===== src/rtl/nibble_link_pkg.sv =====
// Shared definitions for the 4-bit nibble instruction-load link (transmitter and receivers).
package nibble_link_pkg;

    localparam int NIBBLE_W         = 4;
    localparam int NIBBLES_PER_INSN = 8;
    localparam int INSN_W           = NIBBLE_W * NIBBLES_PER_INSN;

    localparam int ACK_TIMEOUT_DEF  = 255;
    localparam int DONE_TIMEOUT_DEF = 4095;
    localparam int TMR_W_DEF        = 12;

    typedef enum logic [2:0] {
        IDLE,
        DRIVE,
        GAP,
        WAIT_DONE,
        RESP
    } link_state_t;

endpackage


===== src/rtl/nibble_link_timer.sv =====
// Loadable/clearable up-counter with an equality expiry flag against a runtime limit.
module nibble_link_timer #(
    parameter int W = 12
) (
    input  logic         clk,
    input  logic         rst,
    input  logic         clr,
    input  logic         load,
    input  logic [W-1:0] load_val,
    input  logic         inc,
    input  logic [W-1:0] limit,
    output logic         expired
);

    logic [W-1:0] count_reg;

    always_ff @(posedge clk or posedge rst) begin
        if (rst) begin
            count_reg <= '0;
        end else if (clr) begin
            count_reg <= '0;
        end else if (load) begin
            count_reg <= load_val;
        end else if (inc) begin
            count_reg <= count_reg + W'(1);
        end
    end

    // Expiry is judged on the current count, so the owner sees it in the cycle the limit is reached.
    assign expired = (count_reg == limit);

endmodule


===== src/rtl/nibble_insn_tx.sv =====
// Host-side nibble transmitter: serialises a word LSB-nibble first over send/ack, then waits for done.
module nibble_insn_tx
    import nibble_link_pkg::*;
#(
    parameter int NIBBLES      = NIBBLES_PER_INSN,
    parameter int ACK_TIMEOUT  = ACK_TIMEOUT_DEF,
    parameter int DONE_TIMEOUT = DONE_TIMEOUT_DEF,
    parameter int TMR_W        = TMR_W_DEF
) (
    input  logic                         clk,
    input  logic                         rst,
    input  logic                         in_valid,
    output logic                         in_ready,
    input  logic [NIBBLE_W*NIBBLES-1:0]  in_data,
    output logic [NIBBLE_W-1:0]          nib_out,
    output logic                         send_out,
    input  logic                         ack_in,
    input  logic                         done_in,
    output logic                         busy,
    output logic                         resp_valid,
    output logic                         resp_timeout
);

    localparam int DATA_W = NIBBLE_W * NIBBLES;
    localparam int IDX_W  = $clog2(NIBBLES + 1);

    link_state_t         state_reg;
    logic [DATA_W-1:0]   shift_reg;
    logic [IDX_W-1:0]    idx_reg;
    logic                send_reg;
    logic                resp_valid_reg;
    logic                resp_timeout_reg;

    logic                tmr_clr;
    logic                tmr_expired;
    logic [TMR_W-1:0]    tmr_limit;

    // The timer only runs in the two waiting states; every other state holds it at zero,
    // so entry into DRIVE or WAIT_DONE always starts from a cleared count.
    assign tmr_clr   = !((state_reg == DRIVE) || (state_reg == WAIT_DONE));
    assign tmr_limit = (state_reg == DRIVE) ? TMR_W'(ACK_TIMEOUT) : TMR_W'(DONE_TIMEOUT);

    nibble_link_timer #(
        .W (TMR_W)
    ) u_timer (
        .clk      (clk),
        .rst      (rst),
        .clr      (tmr_clr),
        .load     (1'b0),
        .load_val ({TMR_W{1'b0}}),
        .inc      (!tmr_clr),
        .limit    (tmr_limit),
        .expired  (tmr_expired)
    );

    always_ff @(posedge clk or posedge rst) begin
        if (rst) begin
            state_reg        <= IDLE;
            shift_reg        <= '0;
            idx_reg          <= '0;
            send_reg         <= 1'b0;
            resp_valid_reg   <= 1'b0;
            resp_timeout_reg <= 1'b0;
        end else begin
            resp_valid_reg   <= 1'b0;
            resp_timeout_reg <= 1'b0;
            case (state_reg)
                IDLE: begin
                    if (in_valid) begin
                        shift_reg <= in_data;
                        idx_reg   <= '0;
                        send_reg  <= 1'b1;
                        state_reg <= DRIVE;
                    end
                end
                DRIVE: begin
                    // The receiver samples nib_out on the ack edge, so the shift happens on that same edge.
                    if (ack_in) begin
                        send_reg  <= 1'b0;
                        shift_reg <= shift_reg >> NIBBLE_W;
                        idx_reg   <= idx_reg + IDX_W'(1);
                        state_reg <= GAP;
                    end else if (tmr_expired) begin
                        send_reg         <= 1'b0;
                        resp_valid_reg   <= 1'b1;
                        resp_timeout_reg <= 1'b1;
                        state_reg        <= RESP;
                    end
                end
                GAP: begin
                    // A still-high ack belongs to the previous nibble; wait for it to clear.
                    if (!ack_in) begin
                        if (idx_reg == IDX_W'(NIBBLES)) begin
                            state_reg <= WAIT_DONE;
                        end else begin
                            send_reg  <= 1'b1;
                            state_reg <= DRIVE;
                        end
                    end
                end
                WAIT_DONE: begin
                    if (done_in) begin
                        resp_valid_reg <= 1'b1;
                        state_reg      <= RESP;
                    end else if (tmr_expired) begin
                        resp_valid_reg   <= 1'b1;
                        resp_timeout_reg <= 1'b1;
                        state_reg        <= RESP;
                    end
                end
                RESP: begin
                    state_reg <= IDLE;
                end
                default: begin
                    send_reg  <= 1'b0;
                    state_reg <= IDLE;
                end
            endcase
        end
    end

    assign in_ready     = (state_reg == IDLE);
    assign busy         = (state_reg != IDLE);
    assign send_out     = send_reg;
    assign nib_out      = shift_reg[NIBBLE_W-1:0];
    assign resp_valid   = resp_valid_reg;
    assign resp_timeout = resp_timeout_reg;

endmodule


===== config.mk =====
export PLATFORM = sky130hd
export DESIGN_NAME = nibble_insn_tx
export DESIGN_NICKNAME = d
export VERILOG_FILES = /design/src/rtl/nibble_link_pkg.sv /design/src/rtl/nibble_link_timer.sv /design/src/rtl/nibble_insn_tx.sv
export SDC_FILE = /design/constraint.sdc
export NUM_CORES = 1
export LEC_CHECK = 0
export CAP_MARGIN = 40
export CORE_ASPECT_RATIO = 0.9
export CORE_MARGIN = 3
export CORE_UTILIZATION = 40
export CTS_BUF_LIST = sky130_fd_sc_hd__clkbuf_4 sky130_fd_sc_hd__clkbuf_8
export CTS_CLUSTER_DIAMETER = 40
export DETAILED_ROUTE_END_ITERATION = 7
export PLACE_DENSITY = 0.66
export SLEW_MARGIN = 20
export SYNTH_ARGS = -nofsm -noshare
export SYNTH_HDL_FRONTEND = slang
export SYNTH_HIERARCHICAL = 1
export SYNTH_SLANG_ARGS = --single-unit

===== constraint.sdc =====
create_clock -name clk -period 2.59 [get_ports clk]
set_input_delay 0.259 -clock clk [delete_from_list [all_inputs] [get_ports clk]]
set_output_delay 0.259 -clock clk [all_outputs]
set_load 0.01 [all_outputs]

After elaboration in Yosys (flattened, before gate mapping)
Cells that the tools add are included.

Add/subtract/negate cells: 2. Eq/ne operators: 11. Mux-type cells: 27. Bitwise gates (word level): 1. Reduce and logical (&&, ||, !) cells: 8.

Operators with widths (number): 32-bit 2-to-1 mux (2); 32-bit case mux with 2 select lines (1); 12-bit 2-to-1 mux (2); 3-bit 2-to-1 mux (5); 12-bit by 1-bit adder with 12-bit output (second input constant) (1); 12-bit equality test (1); 3-bit case mux with 4 select lines (1); 1-bit 2-to-1 mux (9); 4-bit 2-to-1 mux (2); 2-bit inequality test (second input constant) (4); 4-bit case mux with 2 select lines (1); 3-bit by 2-bit equality test with 1-bit output (second input constant) (2); 5-bit AND reduction (1); 4-bit by 1-bit adder with 4-bit output (second input constant) (1); 4-bit equality test (second input constant) (1); 1-bit case mux with 2 select lines (2); 1-bit case mux with 4 select lines (1); 3-bit by 1-bit equality test with 1-bit output (second input constant) (1); 3-bit equality test (second input constant) (1); 3-bit zero test (1); 3-bit inequality test (second input constant) (1); 3-bit AND reduction (1); 3-bit nonzero test (1); 2-bit 2-to-1 mux (1); 5 further kinds (5).

Register bits: 54. Logic and storage cells: 56.

Longest topological paths before layout
Word-level depth: 6. Gate-level depth with buffers: 11. Depth with buffers taken out: 9.

Cells and area by module
The synthesis kept the hierarchy.

By module, submodules not included: nibble_insn_tx (times used 1, cells an instance 210, area an instance 2044.5 um2, sequential area each 1051.0 um2); nibble_link_timer (times used 1, cells an instance 95, area an instance 873.3 um2, sequential area each 300.3 um2).

Least setup slack after synthesis
No wires, ideal clock.

Path kind: reg2reg. Start: register state_reg[1]. End: register state_reg[1]. Arrival time: 2.190 ns. Required time: 2.451 ns. Path slack: 0.261 ns. Cell stages (with the launch flop): 11. Path buffers: 2. Period minus slack after synthesis: 2.329 ns. Path through: dfrtp_1 -> clkbuf_1 -> nor3b_2 -> buf_2 -> inv_1 -> xnor2_1 -> nand4_1 -> nor3_1 -> o21ai_0 -> nor2_1 -> a2111oi_0.

Longest elaborated chain between the ends: 6. Elaborated cells on any way between the ends: 13.

Ends and longest elaborated chain: from (decl) (RTL line nibble_insn_tx.sv:27) `link_state_t state_reg;`; from (signal assigned) (RTL line nibble_insn_tx.sv:58) `state_reg <= IDLE;`; from (signal assigned) (RTL line nibble_insn_tx.sv:73) `state_reg <= DRIVE;`; from (signal assigned) (RTL line nibble_insn_tx.sv:82) `state_reg <= GAP;`; 3-bit by 1-bit equality test with 1-bit output (*) (RTL line nibble_insn_tx.sv:41) `assign tmr_limit = (state_reg == DRIVE) ? TMR_W'(ACK_TIMEOUT) : TMR_W'(DONE_TIMEOUT);`; 12-bit 2-to-1 mux (*) (RTL line nibble_insn_tx.sv:41); via tmr_limit[10] (RTL line nibble_insn_tx.sv:36) `logic [TMR_W-1:0] tmr_limit;`; 12-bit equality test (*) (RTL line nibble_link_timer.sv:30) `assign expired = (count_reg == limit);`; via tmr_expired (RTL line nibble_insn_tx.sv:35) `logic tmr_expired;`; 3-bit 2-to-1 mux (*); 3-bit 2-to-1 mux (on tied branches); 3-bit case mux with 4 select lines (*) (RTL line nibble_insn_tx.sv:67) `case (state_reg)`.

The timed path passes the listed nets; every way through them passes the cells marked *. A chain may end at the register's enable or synchronous reset.

Worst setup path in the final report
Start: register state_reg[2]. End: register state_reg[1].

Same word-level chain as after synthesis.

==> flow_metrics.tcl <==
set metrics [dict create \
    largest_register_ff_count 32 \
    wl_per_cell_um 12.90 \
    track_usage_pct 15.20 \
    wl_um 5816 \
    clock.fmax_ghz 0.4727 \
    syn_inst 305 \
    rsz0062_at_grt "false" \
    cts_tree "done" \
    finalHoldViolCount 0 \
    portBuffers 45 \
    insertedDiodeCount 0 \
    drive_above_1_share_pct 7.202 \
    synth_top_area_share_pct 46.31 \
    synthArstFlopShare_pct 100.0 \
    vias 2180 \
    r2r_slack_ps 470 \
    io_pins 46 \
    required_ps 2780 \
    syn_to_final_growth_pct 24.27 \
    slowest_stage "dfrtp_1" \
    ir_worst_vdd_mv 0.3841 \
    maxCapViolCount 0 \
    status "complete, no violations" \
    cts_made_buffers 5 \
    yosysTopAreaCell "dfrtp_1" \
    hold_class "in2async" \
    die_height_um 87.03 \
    tightest_slew_ps 548.9 \
    ctsResizeCount 0 \
    regToRegStartpoint "state_reg[2]$_DFFE_PP0P_" \
    dr.pass1.iters 4 \
    timing.final.max_slew_violations 0 \
    fin_cells 451 \
    antenna_found_initial 0 \
    grt-ovfl-total 0 \
    tns_ps 0 \
    syn_avg_cell_area_um2 9.567 \
    fillers 658 \
    via_per_inst 4.834 \
    dp_hpwl_um 4102 \
    slew_headroom_pct 63.41 \
    row_count 28 \
    yosys_warnings 6 \
    htreeDepth 2 \
    fin_crit_ps 2116 \
    endpoint_kind "flip-flop" \
    power_leakage_nw 1.566 \
    grt_pass1_vias 2106 \
    setup_viol 0 \
    worstPathArrival_ps 2310 \
    layout_common_cells "dfrtp_1 (54), nand2_1 (48), clkdlybuf4s50_1 (45)" \
    critPathMaxStageDelay_ps 500 \
    die-area_um2 8357 \
    yosysSeqAreaShare_pct 46.31 \
    postCtsSetupBuffers 0 \
    fin_crit_sh_pct 81.68 \
    clk_path_buf_depth 2 \
    core_area_um2 6832 \
    rr_worst_depth 9 \
    synth_area_leaders "dfrtp_1 (46%), mux2i_1 (10%), nand2_1 (6.2%), o21ai_0 (5.7%), xnor2_1 (3.6%)" \
    drtIter0Drc 91 \
    placedCellCount 443 \
    timing_worst_setup_path_type "reg2reg" \
    cts_sinks 54 \
    startpoint_type "flip-flop" \
    nNetsFinal 400 \
    final_common_cell "dfrtp_1" \
    ys_dominant_reg_cell "dfrtp_1" \
    worstReg2RegEnd "state_reg[1]$_DFFE_PP0P_" \
    die-width_um 96.03 \
    grt_pass1_wl_um 9991 \
    ys_types 44 \
    finalClockSkew_ps 3.867 \
    syn_area_um2 2918 \
    grt_max_degree 67 \
    drc 0 \
    synth-seq-cells 54 \
    clk-insertion-delay-late_ps 310 \
    clock-root-buffer "clkbuf_8" \
    gp_congestion 0.7703 \
    power-per-cell-area_nw_per_um2 1004 \
    cts_hold_buffers 0 \
    path_max_fanout 9 \
    cts.reportedPaths.clkPinSlew_ps 100 \
    antenna_left 0 \
    worstPathCellList "nor3b_4 -> inv_1 -> xnor2_1 -> nand4_1 -> nor3_1 -> buf_4 -> o21ai_0 -> nor2_1 -> a2111oi_0" \
    synth-edff-count 0 \
    initial_utilization_pct 42.71 \
]
==> kinds of logic (layout without fill, tap and decap cells) <==
group,after synthesis,after routing,synth area share (%)
adders and majority gates,3,3,1.287
and+or+nand+nor,93,93,15.99
xor gates and xnor gates,17,17,5.103
other,2,21,0.2574
AOI/OAI and AO/OA,68,68,13.94
DFF,54,54,46.31
muxes,32,32,11.06
buffers and inverters,36,73,6.046
==> per-layer routing <==
layer  up-vias  wire length, um  GRT usage (%)  share of wire (%)
li1       1142                -              -                  -
met1       997             2930          22.25                 50
met2        36             2617          22.38                 45
met3         5              203          3.803                3.5
met4         0               64          3.876                1.1
met5         -                0              0                  0
==> stage by stage <==
step / area, um2 / hold slack (ps) / worst slack [ps] / total power (W) / util (%)
detailed placement: 3512 / 471.9 / 370.2 / 0.003085 / 51.41
floorplan: 2989 / 123.7 / 261.2 / 0.002697 / -
finish: 3626 / 236.0 / 474.4 / 0.003641 / 53.08
global route: 3626 / 264.7 / 200.0 / 0.003970 / 53.08
CTS: 3626 / 245.4 / 440.1 / 0.003681 / 53.08
global placement: 3485 / 461.9 / 409.8 / 0.003035 / 51.01
==> critical path, delay by kind of cell, from the launching register on <==
family / cells / cell delay (ps)
flops: 1 / 500
compound gates: 2 / 530
simple gates: 4 / 450
buf+inv: 2 / 330
xor+xnor: 1 / 180
==> report_power, final <==
group / total [W] / internal [W] / switching (W)
combinational: 0.00156 / 0.000753 / 0.000805
clock: 0.000585 / 0.000299 / 0.000286
sequential: 0.00150 / 0.00119 / 0.000306
total: 0.00364 / 0.00224 / 0.00140
==> area by class of cell <==
type / instances / area, um2 / area share [%]
clock buffers: 6 / 76.32 / 2.105
clock inverters: 2 / 37.54 / 1.035
inverters: 11 / 41.29 / 1.139
multi-input cells: 234 / 1469 / 40.51
flip-flops and latches: 54 / 1351 / 37.27
well taps: 90 / 112.6 / 3.106
repair buffers: 54 / 538.0 / 14.84
==> synthesized netlist by cell type (2+ instances only) <==
library cell  number
a31oi_1            2
or3_2              2
buf_2              8
nand4_4            2
xnor2_1           12
or3_1              3
conb_1             2
nand2_1           48
nand4_1            6
buf_4              6
o21bai_1           2
or4_1              2
nor3_1             3
mux2i_1           30
a311oi_1           4
a21oi_1            4
xor2_1             5
o31ai_1            2
o21ai_0           33
o21ai_1            9
inv_1             10
nand3_1            3
clkbuf_1           9
nor2_1            15
mux2_2             2
a211oi_1           5
nand4b_1           2
dfrtp_1           54
ha_1               3
nand2b_1           3
==> worst max path at each step <==
stage	start	endpoint	slack, ps	cells after the start
floorplan	state_reg[1]$_DFFE_PP0P_	state_reg[1]$_DFFE_PP0P_	260	10
global placement	ack_in	idx_reg[1]$_DFFE_PP0P_	410	5
detailed placement	ack_in	idx_reg[1]$_DFFE_PP0P_	370	5
CTS	state_reg[0]$_DFFE_PP0P_	state_reg[1]$_DFFE_PP0P_	440	9
global route	state_reg[2]$_DFFE_PP0P_	state_reg[1]$_DFFE_PP0P_	200	9
finish	state_reg[2]$_DFFE_PP0P_	state_reg[1]$_DFFE_PP0P_	470	9
No activity file was read; power rests on OpenSTA's default activity.
